==> config.mk <==
export PLATFORM = sky130hd
export DESIGN_NAME = filter_core_mc
export DESIGN_NICKNAME = d
export VERILOG_FILES = /design/src/rtl/filter_core_pkg.sv /design/src/rtl/filter_core_mc_coef_rom.sv /design/src/rtl/filter_core_mc.sv
export SDC_FILE = /design/constraint.sdc
export NUM_CORES = 1
export LEC_CHECK = 0
export ABC_AREA = 0
export CAP_MARGIN = 10
export CORE_MARGIN = 2
export CORE_UTILIZATION = 60
export DETAILED_ROUTE_END_ITERATION = 8
export PLACE_DENSITY = 0.77
export SETUP_SLACK_MARGIN = 0.05
export SKIP_LAST_GASP = 1
export SLEW_MARGIN = 20
export SYNTH_ARGS = -nofsm -noshare
export SYNTH_HDL_FRONTEND = slang
export SYNTH_HIERARCHICAL = 1
export SYNTH_SLANG_ARGS = --single-unit
==> constraint.sdc <==
create_clock -name clk -period 18.9 [get_ports clk]
set_input_delay 4.725 -clock clk [delete_from_list [all_inputs] [get_ports clk]]
set_output_delay 4.725 -clock clk [all_outputs]
set_load 0.01 [all_outputs]
==> src/rtl/filter_core_pkg.sv <==
// Mode encodings, FSM state constants and per-mode coefficient tables
// shared by the multichannel FIR core and its coefficient ROM.
package filter_core_pkg;

  typedef enum logic [1:0] {
    MODE_BYP = 2'b00,
    MODE_LPF = 2'b01,
    MODE_HPF = 2'b10,
    MODE_BPF = 2'b11
  } mode_t;

  typedef logic [1:0] state_t;
  localparam state_t ST_IDLE  = 2'd0;
  localparam state_t ST_SHIFT = 2'd1;
  localparam state_t ST_MAC   = 2'd2;
  localparam state_t ST_OUT   = 2'd3;

  // Q1.(cw-1) coefficients. BPF alternates sign on the mirrored tap index, so the
  // table is symmetric and rejects DC. Bypass never uses the MAC result.
  function automatic int coef_value(input mode_t mode, input int tap, input int taps, input int cw);
    int unit;
    int mirror;
    unit   = (1 << (cw - 1)) / taps;
    mirror = (tap < taps - 1 - tap) ? tap : taps - 1 - tap;
    case (mode)
      MODE_LPF: coef_value = unit;
      MODE_HPF: coef_value = (tap == 0) ? (1 << (cw - 1)) - 1 - unit : -unit;
      MODE_BPF: coef_value = (mirror % 2 == 1) ? -unit : unit;
      default:  coef_value = 0;
    endcase
  endfunction

endpackage

==> src/rtl/filter_core_mc_coef_rom.sv <==
// Combinational coefficient lookup by (mode, tap index) for filter_core_mc.
module filter_coef_rom
  import filter_core_pkg::*;
#(
  parameter int CW   = 16,
  parameter int TAPS = 16,
  parameter int TW   = 4
) (
  input  logic [1:0]           mode,
  input  logic [TW-1:0]        tap,
  output logic signed [CW-1:0] coef
);

  always_comb begin
    coef = CW'(coef_value(mode_t'(mode), int'(tap), TAPS, CW));
  end

endmodule

==> src/rtl/filter_core_mc.sv <==
// Multichannel FIR core with one shared multiplier and selectable bypass/LPF/HPF/BPF.
// Define FILTER_CORE_SAT_EN to saturate results to DW bits instead of wrapping.
module filter_core_mc
  import filter_core_pkg::*;
#(
  parameter int DW   = 16,
  parameter int CW   = 16,
  parameter int TAPS = 16,
  parameter int CH   = 2
) (
  input  logic             clk,
  input  logic             rst,
  input  logic             f_s,
  input  logic [1:0]       mode_sel,
  input  logic [CH*DW-1:0] din,
  input  logic             ovr_clr,
  output logic [CH*DW-1:0] dout,
  output logic             dout_valid,
  output logic             busy,
  output logic             overrun,
  output logic [1:0]       mode_act
);

  localparam int TW   = $clog2(TAPS);
  localparam int CHW  = (CH > 1) ? $clog2(CH) : 1;
  localparam int PW   = DW + CW;
  localparam int ACCW = DW + CW + TW;
  localparam logic signed [ACCW-1:0] RND = {{(ACCW-CW+1){1'b0}}, 1'b1, {(CW-2){1'b0}}};
`ifdef FILTER_CORE_SAT_EN
  localparam logic signed [ACCW-1:0] SAT_MAX = {{(ACCW-DW+1){1'b0}}, {(DW-1){1'b1}}};
  localparam logic signed [ACCW-1:0] SAT_MIN = {{(ACCW-DW+1){1'b1}}, {(DW-1){1'b0}}};
`endif

  state_t                  state_reg, state_next;
  logic [TW-1:0]           tap_idx_reg;
  logic [CHW-1:0]          ch_idx_reg;
  logic [CH*DW-1:0]        din_cap_reg;
  logic [1:0]              mode_cap_reg, mode_act_reg;
  logic signed [ACCW-1:0]  acc_reg;
  logic                    dout_valid_reg, overrun_reg;

  logic                    accept, last_tap, last_ch, mac_last, mac_final, mode_change;
  logic [CH*DW-1:0]        sample_flat, newest_flat;
  logic signed [DW-1:0]    cur_sample;
  logic [DW-1:0]           cur_newest;
  logic signed [CW-1:0]    coef;
  logic signed [PW-1:0]    prod;
  logic signed [ACCW-1:0]  acc_base, acc_sum;
  logic [DW-1:0]           result;

  assign accept      = (state_reg == ST_IDLE) && f_s;
  assign last_tap    = tap_idx_reg == TW'(TAPS - 1);
  assign last_ch     = ch_idx_reg == CHW'(CH - 1);
  assign mac_last    = (state_reg == ST_MAC) && last_tap;
  assign mac_final   = mac_last && last_ch;
  assign mode_change = mode_cap_reg != mode_act_reg;

  filter_coef_rom #(.CW(CW), .TAPS(TAPS), .TW(TW)) u_rom (
    .mode (mode_act_reg),
    .tap  (tap_idx_reg),
    .coef (coef)
  );

  assign cur_sample = sample_flat[ch_idx_reg*DW +: DW];
  assign cur_newest = newest_flat[ch_idx_reg*DW +: DW];
  assign prod       = cur_sample * coef;
  assign acc_base   = (tap_idx_reg == '0) ? '0 : acc_reg;
  assign acc_sum    = acc_base + {{TW{prod[PW-1]}}, prod};

  // Round half-up, drop the Q1.(CW-1) fraction, then narrow to DW bits.
  function automatic logic [DW-1:0] to_sample(input logic signed [ACCW-1:0] sum);
    logic signed [ACCW-1:0] shifted;
    shifted = (sum + RND) >>> (CW - 1);
`ifdef FILTER_CORE_SAT_EN
    if (shifted > SAT_MAX)
      to_sample = SAT_MAX[DW-1:0];
    else if (shifted < SAT_MIN)
      to_sample = SAT_MIN[DW-1:0];
    else
      to_sample = shifted[DW-1:0];
`else
    to_sample = shifted[DW-1:0];
`endif
  endfunction

  always_comb begin
    result = to_sample(acc_sum);
    if (mode_act_reg == MODE_BYP)
      result = cur_newest;
  end

  always_comb begin
    state_next = state_reg;
    case (state_reg)
      ST_IDLE:  if (f_s) state_next = ST_SHIFT;
      ST_SHIFT: state_next = ST_MAC;
      ST_MAC:   if (last_tap && last_ch) state_next = ST_OUT;
      default:  state_next = ST_IDLE;
    endcase
  end

  always_ff @(posedge clk) begin
    if (!rst) begin
      state_reg      <= ST_IDLE;
      tap_idx_reg    <= '0;
      ch_idx_reg     <= '0;
      din_cap_reg    <= '0;
      mode_cap_reg   <= '0;
      mode_act_reg   <= '0;
      acc_reg        <= '0;
      dout_valid_reg <= 1'b0;
      overrun_reg    <= 1'b0;
    end else begin
      state_reg      <= state_next;
      dout_valid_reg <= 1'b0;
      if (accept) begin
        din_cap_reg  <= din;
        mode_cap_reg <= mode_sel;
      end
      if (state_reg == ST_SHIFT) begin
        mode_act_reg <= mode_cap_reg;
        tap_idx_reg  <= '0;
        ch_idx_reg   <= '0;
      end
      if (state_reg == ST_MAC) begin
        acc_reg     <= acc_sum;
        tap_idx_reg <= tap_idx_reg + 1'b1;
        if (last_tap)
          ch_idx_reg <= ch_idx_reg + 1'b1;
        if (last_tap && last_ch)
          dout_valid_reg <= 1'b1;
      end
      // A dropped strobe outranks a simultaneous clear.
      if (f_s && (state_reg != ST_IDLE))
        overrun_reg <= 1'b1;
      else if (ovr_clr)
        overrun_reg <= 1'b0;
    end
  end

  generate
    for (genvar gi = 0; gi < CH; gi++) begin : g_ch
      logic [DW-1:0] line_reg [TAPS];
      logic [DW-1:0] dout_reg;

      always_ff @(posedge clk) begin
        if (!rst) begin
          for (int t = 0; t < TAPS; t++)
            line_reg[t] <= '0;
        end else if (state_reg == ST_SHIFT) begin
          line_reg[0] <= din_cap_reg[gi*DW +: DW];
          for (int t = 1; t < TAPS; t++)
            line_reg[t] <= mode_change ? '0 : line_reg[t-1];
        end
      end

      assign sample_flat[gi*DW +: DW] = line_reg[tap_idx_reg];
      assign newest_flat[gi*DW +: DW] = line_reg[0];
      assign dout[gi*DW +: DW]        = dout_reg;

      // Earlier channels park their result until the last channel finishes.
      if (gi < CH - 1) begin : g_buf
        logic [DW-1:0] res_reg;
        always_ff @(posedge clk) begin
          if (!rst) begin
            res_reg  <= '0;
            dout_reg <= '0;
          end else begin
            if (mac_last && (ch_idx_reg == CHW'(gi)))
              res_reg <= result;
            if (mac_final)
              dout_reg <= res_reg;
          end
        end
      end else begin : g_last
        always_ff @(posedge clk) begin
          if (!rst)
            dout_reg <= '0;
          else if (mac_final)
            dout_reg <= result;
        end
      end
    end
  endgenerate

  assign dout_valid = dout_valid_reg;
  assign busy       = state_reg != ST_IDLE;
  assign overrun    = overrun_reg;
  assign mode_act   = mode_act_reg;

endmodule

== Yosys cells after proc, flatten, opt, wreduce, memory -nomap -nowiden ==
Memory sizes are Yosys's and may differ from the RTL's. A register that Yosys moved wholly into a read port is not among the register bits.
Index checks and enable logic that the tools add are counted.

* Bits in registers: 129
* Memory bits (writable): 512
* Bits of input ports: 38
* Memories: 2

{| class="wikitable"
|+ Memory list
! memory !! depth !! width !! rd ports !! clocked after Yosys merged registers in !! wr ports !! RTL line !! source
|-
| g_ch[0].line_reg || 16 || 16 || 16 || 1 || 16 || filter_core_mc.sv:143 || <nowiki>logic [DW-1:0] line_reg [TAPS];</nowiki>
|-
| g_ch[1].line_reg || 16 || 16 || 16 || 1 || 16 || filter_core_mc.sv:143 ||
|}

* Reduce and logical (&&, ||, !) cells: 15
* Mux-type cells: 87
* Multipliers: 1
* Bitwise gates (word level): 34
* $add $sub $neg: 5
* Equality and inequality tests: 10
* $lt $le $gt $ge: 1
* Shifts and indexed selects: 2

{| class="wikitable"
|+ Operator list
! operator !! number
|-
| 16-bit two-way mux || 65
|-
| 32-bit by 6-bit indexed part select with 16-bit output || 2
|-
| 16-bit case mux with 3 select lines || 1
|-
| 36-bit adder || 1
|-
| 36-bit two-way mux || 1
|-
| 16-bit by 16-bit multiplier with 32-bit output || 1
|-
| 32-bit two-way mux || 1
|-
| 1-bit bitwise OR || 32
|-
| 31-bit by 16-bit adder with 31-bit output, second input constant || 1
|-
| 4-bit two-way mux || 6
|-
| 1-bit two-way mux || 10
|-
| 2-bit equality test, second input constant || 4
|-
| 4-bit zero test || 2
|-
| 1-bit logical AND || 6
|-
| 2-bit case mux with 3 select lines || 1
|-
| 2-bit nonzero test || 3
|-
| 5-bit less-than comparator || 1
|-
| 4-bit by 4-bit subtractor with 5-bit output, first input constant || 1
|-
| 4-bit by 1-bit adder with 4-bit output, second input constant || 1
|-
| 2-bit by 1-bit equality test with 1-bit output, second input constant || 2
|-
| 4-bit equality test, second input constant || 1
|-
| 2-bit zero test || 2
|-
| 2-bit two-way mux || 2
|-
| 2-bit != test, second input constant || 2
|-
| 5 further kinds || 6
|}

== Depth between registers and ports, before layout ==
Gate-level depths: netlist (run 1).

* Depth in word-level cells: 11
* Gate-level depth with buffers: 45
* Depth with buffers taken out: 40

== Modules after synthesis ==
The synthesis (run 1) kept the hierarchy.

{| class="wikitable"
|+ Modules (own cells, without submodules)
! module !! cells each !! seq. area each (µm²) !! area an instance (µm²) !! times used
|-
| filter_core_mc || 3304 || 17937.2 || 39893.3 || 1
|-
| filter_coef_rom || 20 || 0.0 || 163.9 || 1
|}

== Worst setup path before layout (run 1) ==
OpenSTA, ideal clock, no wires.

* Path type: input-to-reg
* Start point: input rst
* End point: memory g_ch[0].line_reg[0][0] (enable)
* Buffers on the path: 2
* Setup slack: 1.227 ns
* Stages on the path: 3
* Setup time: 0.971 ns
* Data arrival time: 16.702 ns
* Cell sequence: clkbuf_1 clkbuf_1 nand2b_1

{| class="wikitable"
|+ RTL lines
! element !! RTL line !! source
|-
| start: declaration || filter_core_mc.sv:12 || <nowiki>input logic rst,</nowiki>
|-
| end: declaration || filter_core_mc.sv:143 ||
|}

==> results of run 1 <==
[cell usage after synthesis (all sizes together), types with 3 or more instances]
library cell	n
edfxtp	512
and3	322
inv	322
nand2	287
and2	257
fa	257
clkbuf	189
mux4	158
nor2b	145
dfxtp	128
ha	117
a21boi	74
xnor2	58
nor2	57
mux2i	53
o21ai	52
nand2b	47
a21oi	46
buf	37
nand3	24
xor2	21
a21o	20
nor3	20
a211oi	15
nand4	11
o211ai	9
o21bai	8
o21a	7
a31oi	6
o31ai	6
a32o	5
nor3b	5
a2111oi	4
and4	4
nand3b	4
nor4	3
o211a	3
or3	3
[stage by stage]
stage	hold WS [ns]	worst slack, ns	std cells	cell area [µm²]
final	0.461	6.52	4189	43500
after global routing	0.480	5.60	4188	43500
after CTS	0.461	6.51	4187	43500
after detailed placement	0.453	6.55	4067	41300
after global placement	0.449	6.78	4067	41300
after floorplan	0.435	1.23	3324	40100
[power groups by stage]
stage | clock network, mW | logic, mW | registers (mW)
after floorplan | 0 | 1.00 | 2.27
after global placement | 0 | 1.27 | 2.21
after detailed placement | 0 | 1.31 | 2.24
after CTS | 1.32 | 1.32 | 2.22
after global routing | 1.38 | 1.46 | 2.26
final | 1.30 | 1.32 | 2.22
[cells in the final DEF, fill, tap and decap left out, types with 5 or more instances in the layout]
cell and instances:
dfxtp_1 123, mux2i_1 53, a21boi_0 71, nor3_1 20, edfxtp_1 512, fa_1 257, buf_4 25, nor2b_1 145
o21bai_1 8, and2_1 256, a32o_1 5, o21ai_1 7, o211ai_1 9, clkbuf_16 70, clkinv_1 13, o21a_1 7
ha_1 115, o21ai_0 45, nand2b_1 46, a31oi_1 6, and3_1 321, nand4_1 11, a211oi_1 14, xnor2_1 58
a21oi_1 44, o31ai_1 5, nand3_1 23, nand2_1 286, xor2_1 21, mux4_2 158, a21o_1 20, clkinv_2 11
clkdlybuf4s50_1 73, nor2_1 56, inv_1 321, clkbuf_1 10
[cell families (layout without fill, tap and decap cells)]
logic type | after synthesis | after routing | synth area share, %
other | 0 | 1 | 0
adders and majority gates | 374 | 374 | 16.5
DFF | 640 | 640 | 44.8
and+or+nand+nor | 1194 | 1194 | 16.5
buffers and inverters | 548 | 548 | 5.29
AOI/OAI and AO/OA | 276 | 276 | 4.91
xor gates and xnor gates | 79 | 79 | 1.73
muxes | 213 | 213 | 10.3
[routing by layer]
layer	GRT usage, %	up-vias	share of wire [%]
met5	0	-	0
met4	10.7	0	4.0
met3	3.90	158	5.9
met2	41.3	737	49
met1	34.7	12700	41
li1	-	11400	-
[layout make-up]
| type | count | area share [%] |
|---|---|---|
| Antenna cell | 1 | 0.00575 |
| Clock buffer | 84 | 4.22 |
| Clock inverter | 36 | 0.733 |
| Inverter | 322 | 2.78 |
| Multi-Input combinational cell | 2136 | 46.1 |
| Sequential cell | 640 | 41.3 |
| Tap cell | 864 | 2.49 |
| Timing Repair Buffer | 106 | 2.42 |
[worst min path at each step]
stage | to | slack [ns] | cells past startpoint
after floorplan | g_ch[0].g_buf.res_reg[15]$_SDFFE_PN0P_ | 0.44 | 2
after global placement | din_cap_reg[20]$_SDFFE_PN0P_ | 0.45 | 2
after detailed placement | din_cap_reg[15]$_SDFFE_PN0P_ | 0.45 | 2
after CTS | din_cap_reg[15]$_SDFFE_PN0P_ | 0.46 | 2
after global routing | din_cap_reg[20]$_SDFFE_PN0P_ | 0.48 | 2
final | din_cap_reg[15]$_SDFFE_PN0P_ | 0.46 | 2
[worst min-delay path, stage by stage (launching register included)]
cell	delay (ns)
dfxtp_1	0.30
nand2_1	0.04
a21boi_0	0.06
==> summary.md, run 1 <==
| Metric | Value |
|---|---|
| CP Launch Type | `flop` |
| Final setup fails | `0` |
| First-pass GRT wire length | `140000 µm` |
| Sequential share of the synthesized area | `44.8%` |
| Clock Tree Buf Depth | `3` |
| Number of global-route vias before repair | `25800` |
| Largest net degree at the start of global routing | `350` |
| H-tree levels | `3` |
| Share of cells above drive strength 1 | `9.72%` |
| Max-slew violation count | `0` |
| Worst slew pin tran | `1.50 ns` |
| Synth Flop Type | `edfxtp_1` |
| Finished Core Util | `65.9%` |
| Setup Skew | `0.0259 ns` |
| Top cells by area, synth | `edfxtp_1, fa_1, mux4_2, dfxtp_1, and3_1` |
| Final Hold Fails | `0` |
| Nets | `3687` |
| Resized Gates After CTS | `0` |
| MaxCap Viol Count | `0` |
| Postcts setup bufs | `0` |
| Num CTS Buffers | `69` |
| Combinational Power Share | `27.3%` |
| Buf+Inv Stages, Crit Path | `5` |
| Critical Path Fanout Max | `47` |
| Storage element area | `0.0179 mm²` |
| DPL Wire Length | `57100 µm` |
| Gr ovfl total | `0` |
| Wirelength per Cell | `20.5 µm` |
| Number of synthesized register bits | `640` |
| Initial antenna violation count | `2` |
| NetSw | `1.59 mW` |
| Routability cong. | `0.895` |
| Die Span X | `262 µm` |
| RSZ-0062 raised after global routing | `false` |
| CP dominant cell by count | `fa_1` |
| Hold Crit Class | `reg -> reg` |
| Slowest CP cell | `dfxtp_4` |
| Leakage | `18.1 nW` |
| I/O pin count | `75` |
| Synth area leader | `edfxtp_1` |
| Total power | `4.85 mW` |
| Peak VDD IR | `0.000126 V` |
| Total number of vias | `25000` |
| Worst Reg2Reg Path Length in Cells | `39` |
| Worst slew margin relative to its limit | `0.265%` |
| Worst Hold Launch | `din_cap_reg[15]$_SDFFE_PN0P_` |
| Area occupied by multi-input gates | `0.0201 mm²` |
| Syn Area/Cell | `12.1 µm²` |
| Seq pwr share | `45.8%` |
| Synth warnings | `6` |
| Remaining DRCs | `0` |
| Max reg flops | `512` |
| Root buffer cell | `clkbuf_16` |
| Die Area | `0.0688 mm²` |
| Clock-pin slew on the worst setup and hold paths | `0.06 ns` |
| Setup TNS | `0 ns` |
| Yosys top cell area share | `38.4%` |
| Cts hold-fix bufs | `0` |
| Fillers | `4694` |
| DR pass1 iterations | `5` |
| RR Endpoint | `g_ch[1].dout_reg[15]$_SDFFE_PN0P_` |
| TritonCTS clock tree | `done` |
| CTS sink cnt | `640` |
| Crit share post-route | `65.5%` |
| Pint | `3.26 mW` |
| Rows | `94` |
| Clock power frac | `26.9%` |
| Cell Pwr Density | `111 mW/mm²` |
| Crit path time final | `12.38 ns` |
| Initial DRC count | `2280` |
| Die Y | `262 µm` |
| Critical path class | `reg -> reg` |
| Peak Freq | `0.0808 GHz` |
| Antenna Nets Post-Route | `0` |
| Sw Share | `32.8%` |
| Critical Path AT | `12.92 ns` |
| Synth Cell Area | `0.0401 mm²` |
| # port buffers | `74` |
| Worst EP required | `19.44 ns` |
| Clk_lat worst skew | `0.62 ns` |
| Mapped Nets | `3736` |
| Synth Instances | `3324` |
| Synth unique cells | `80` |
| Synthesis-to-finish area growth | `8.60%` |
| Critical path depth | `39` |
| Outcome | `finished clean` |
| Core Box Area | `0.0660 mm²` |
| Gr usage total | `25.5%` |
| Crit-path leading delay family | `adder cells` |
| Vias per cell | `5.96` |
| Fraction of registers with async set/reset | `0%` |
| Setup crit end kind | `flop` |
| Crit path largest cell delay | `0.99 ns` |
| Number of flops mapped to enable cells by yosys | `512` |
| Worst R2R Setup Slack | `6.52 ns` |
| Critical Path End | `g_ch[1].dout_reg[15]$_SDFFE_PN0P_` |
| Post-Route WL | `85900 µm` |
| Initial cell density of the core | `60.7%` |
(Power assumes the default switching activity.)
==> run 2: changes to the inputs <==
- CORE_UTILIZATION: 60 -> 58
- PLACE_DENSITY: 0.77 -> 0.78
- clock period: 18.9 -> 10.6 ns (I/O delays scaled with it)
==> summary.md, run 2 (synthesis results as in run 1) <==
| Metric | Value |
|---|---|
| Critical path depth | `44 (+13%)` |
| Worst Hold Launch | `din_cap_reg[12]$_SDFFE_PN0P_` |
| Cells on Worst Hold Path | `2 (unchanged)` |
| Cell Pwr Density | `199 mW/mm² (+79%)` |
| Final setup fails | `0 (unchanged)` |
| Largest net degree at the start of global routing | `368 (+5.1%)` |
| MaxCap Viol Count | `0 (unchanged)` |
| Die Y | `267 µm (+1.7%)` |
| Worst slew pin tran | `0.978 ns (-0.518 ns)` |
| # port buffers | `74 (unchanged)` |
| Critical path class | `reg -> reg` |
| Peak Freq | `0.0980 GHz (+21%)` |
| RR Endpoint | `g_ch[1].dout_reg[5]$_SDFFE_PN0P_` |
| Worst R2R Setup Slack | `0.39 ns (-6.12 ns)` |
| Placed cell count | `4201 (+3.3%)` |
| Worst EP required | `11.17 ns (-8.27 ns)` |
| Number of global-route vias before repair | `26800 (+3.7%)` |
| Finished Core Util | `66.1% (+0.16 points)` |
| Gr ovfl total | `0 (unchanged)` |
| Most common cell after layout, fill and taps aside | `edfxtp_1` |
| Hold Crit Class | `reg -> reg` |
| Max reg flops | `512 (unchanged)` |
| Initial DRC count | `2705 (+19%)` |
| Total number of vias | `26000 (+4.0%)` |
| Critical Path Fanout Max | `14 (-70%)` |
| Setup Skew | `0.0431 ns (+0.0172 ns)` |
| Gr usage total | `25.9% (+0.42 points)` |
| Buf+Inv Stages, Crit Path | `14 (+9)` |
| RSZ-0062 raised after global routing | `true` |
| Layout Cells excl Fill | `4356 (+4.0%)` |
| I/O pin count | `75 (unchanged)` |
| CP Launch Type | `flop` |
| Vias per cell | `5.97 (about the same)` |
| Rows | `96 (+2.1%)` |
| Worst slew margin relative to its limit | `34.8% (+35 points)` |
| Initial antenna violation count | `2 (unchanged)` |
| Nets | `3832 (+3.9%)` |
| Final hold slack | `0.461 ns (-0.000185 ns)` |
| Initial cell density of the core | `58.5% (-2.2 points)` |
| Synthesis-to-finish area growth | `13.0%` |
| Die Area | `0.0712 mm² (+3.4%)` |
| Max-slew violation count | `0 (unchanged)` |
| Post-Route WL | `91900 µm (+7.0%)` |
| CP dominant cell by count | `buf_4` |
| TritonCTS clock tree | `done` |
| Fillers | `4798 (+2.2%)` |
| Die Span X | `267 µm (+1.7%)` |
| Most frequent cells in the layout | `edfxtp_1, inv_1, and3_1` |
| Final Hold Fails | `0 (unchanged)` |
| Outcome | `finished clean` |
| Crit share post-route | `96.3% (+31 points)` |
| First-pass GRT wire length | `144000 µm (+3.3%)` |
| Remaining DRCs | `0 (unchanged)` |
| CTS sink cnt | `640 (unchanged)` |
| Setup crit end kind | `flop` |
| Core Box Area | `0.0685 mm² (+3.8%)` |
| Clk_lat worst skew | `0.64 ns (+0.02 ns)` |
| # diodes | `0 (-1)` |
| Worst Reg2Reg Path Length in Cells | `44 (+13%)` |
| Cts hold-fix bufs | `0 (unchanged)` |
| Storage element area | `0.0179 mm² (unchanged)` |
| Clock Tree Buf Depth | `3 (unchanged)` |
| Critical Path AT | `10.77 ns (-2.15 ns)` |
| Root buffer cell | `clkbuf_16` |
| DPL Wire Length | `61000 µm (+6.9%)` |
| Setup TNS | `0 ns (unchanged)` |
| Area occupied by multi-input gates | `0.0203 mm² (+1.1%)` |
| Share of cells above drive strength 1 | `14.6% (+4.9 points)` |
| Wirelength per Cell | `21.1 µm (+2.9%)` |
| Leakage | `19.0 nW (+4.8%)` |
| Slowest CP cell | `mux4_2` |
| Crit path time final | `10.21 ns (-2.18 ns)` |
| Hold EP | `din_cap_reg[12]$_SDFFE_PN0P_` |
| Crit-path leading delay family | `adder cells` |
| Antenna Nets Post-Route | `0 (unchanged)` |
| DR pass1 iterations | `5 (unchanged)` |
| Crit path largest cell delay | `0.54 ns (-0.45 ns)` |
| Num CTS Buffers | `68 (-1.4%)` |
| Routability cong. | `0.913 (+2.0%)` |
| Clock-pin slew on the worst setup and hold paths | `0.06 ns (about the same)` |
| Peak VDD IR | `0.000154 V (+21%)` |
| Total power | `9.01 mW (+86%)` |
| H-tree levels | `3 (unchanged)` |
run 2: worst max-delay path by stage:
stage          startpoint                                      to
3_3_place_gp         flop        g_ch[1].dout_reg[9]$_SDFFE_PN0P_
2_1_floorplan        flop  g_ch[0].g_buf.res_reg[15]$_SDFFE_PN0P_
6_report             flop        g_ch[1].dout_reg[5]$_SDFFE_PN0P_
3_5_place_dp         flop       g_ch[1].dout_reg[15]$_SDFFE_PN0P_
5_1_grt              flop   g_ch[0].g_buf.res_reg[9]$_SDFFE_PN0P_
4_1_cts              flop       g_ch[1].dout_reg[11]$_SDFFE_PN0P_
run 2: repair_timing:
item,4_1_cts,5_1_grt
resized for setup,3,72
pin swaps,0,28
setup endpoints to repair,17,32
gates cloned,0,4
buffers inserted,0,25
run 2: area by class of cell:
type	instances	share of cell area (%)
clock buffer	92	4.07
tap	882	2.44
clock inverter	32	0.863
multi-input combinational	2136	44.8
inverter	322	2.67
sequential	640	39.7
timing repair buffer	252	5.49
run 2: power breakdown:
part           total [mW]  leakage [nW]  internal [mW]  switching [mW]
Clock                2.38          1.07           1.32            1.05
Combinational        2.68          11.5           1.13            1.56
Sequential           3.95          6.47           3.56           0.390
Total                9.01          19.0           6.01            3.00
run 2: metrics by stage:
stage	setup WS, ns	cell area, µm²
global route	-0.0146	45200
detailed placement	-0.0505	42400
CTS	0.0701	44600
finish	0.394	45200
global placement	0.191	42300
floorplan	0.0500	40100
run 2: per-layer routing:
layer | wire length (µm) | vias up | GRT usage (%) | part of all wire, %
met5 | 27 | - | 0 | 0.029
met4 | 4170 | 4 | 11.4 | 4.5
met3 | 6090 | 213 | 5.18 | 6.6
met2 | 44600 | 923 | 41.7 | 49
met1 | 37100 | 13200 | 34.4 | 40
li1 | - | 11700 | - | -
run 2: worst min-delay path, stage by stage, from the launching register on:
cell and delay [ns]:
dfxtp_1 0.30, nand2_1 0.04, a21boi_0 0.06
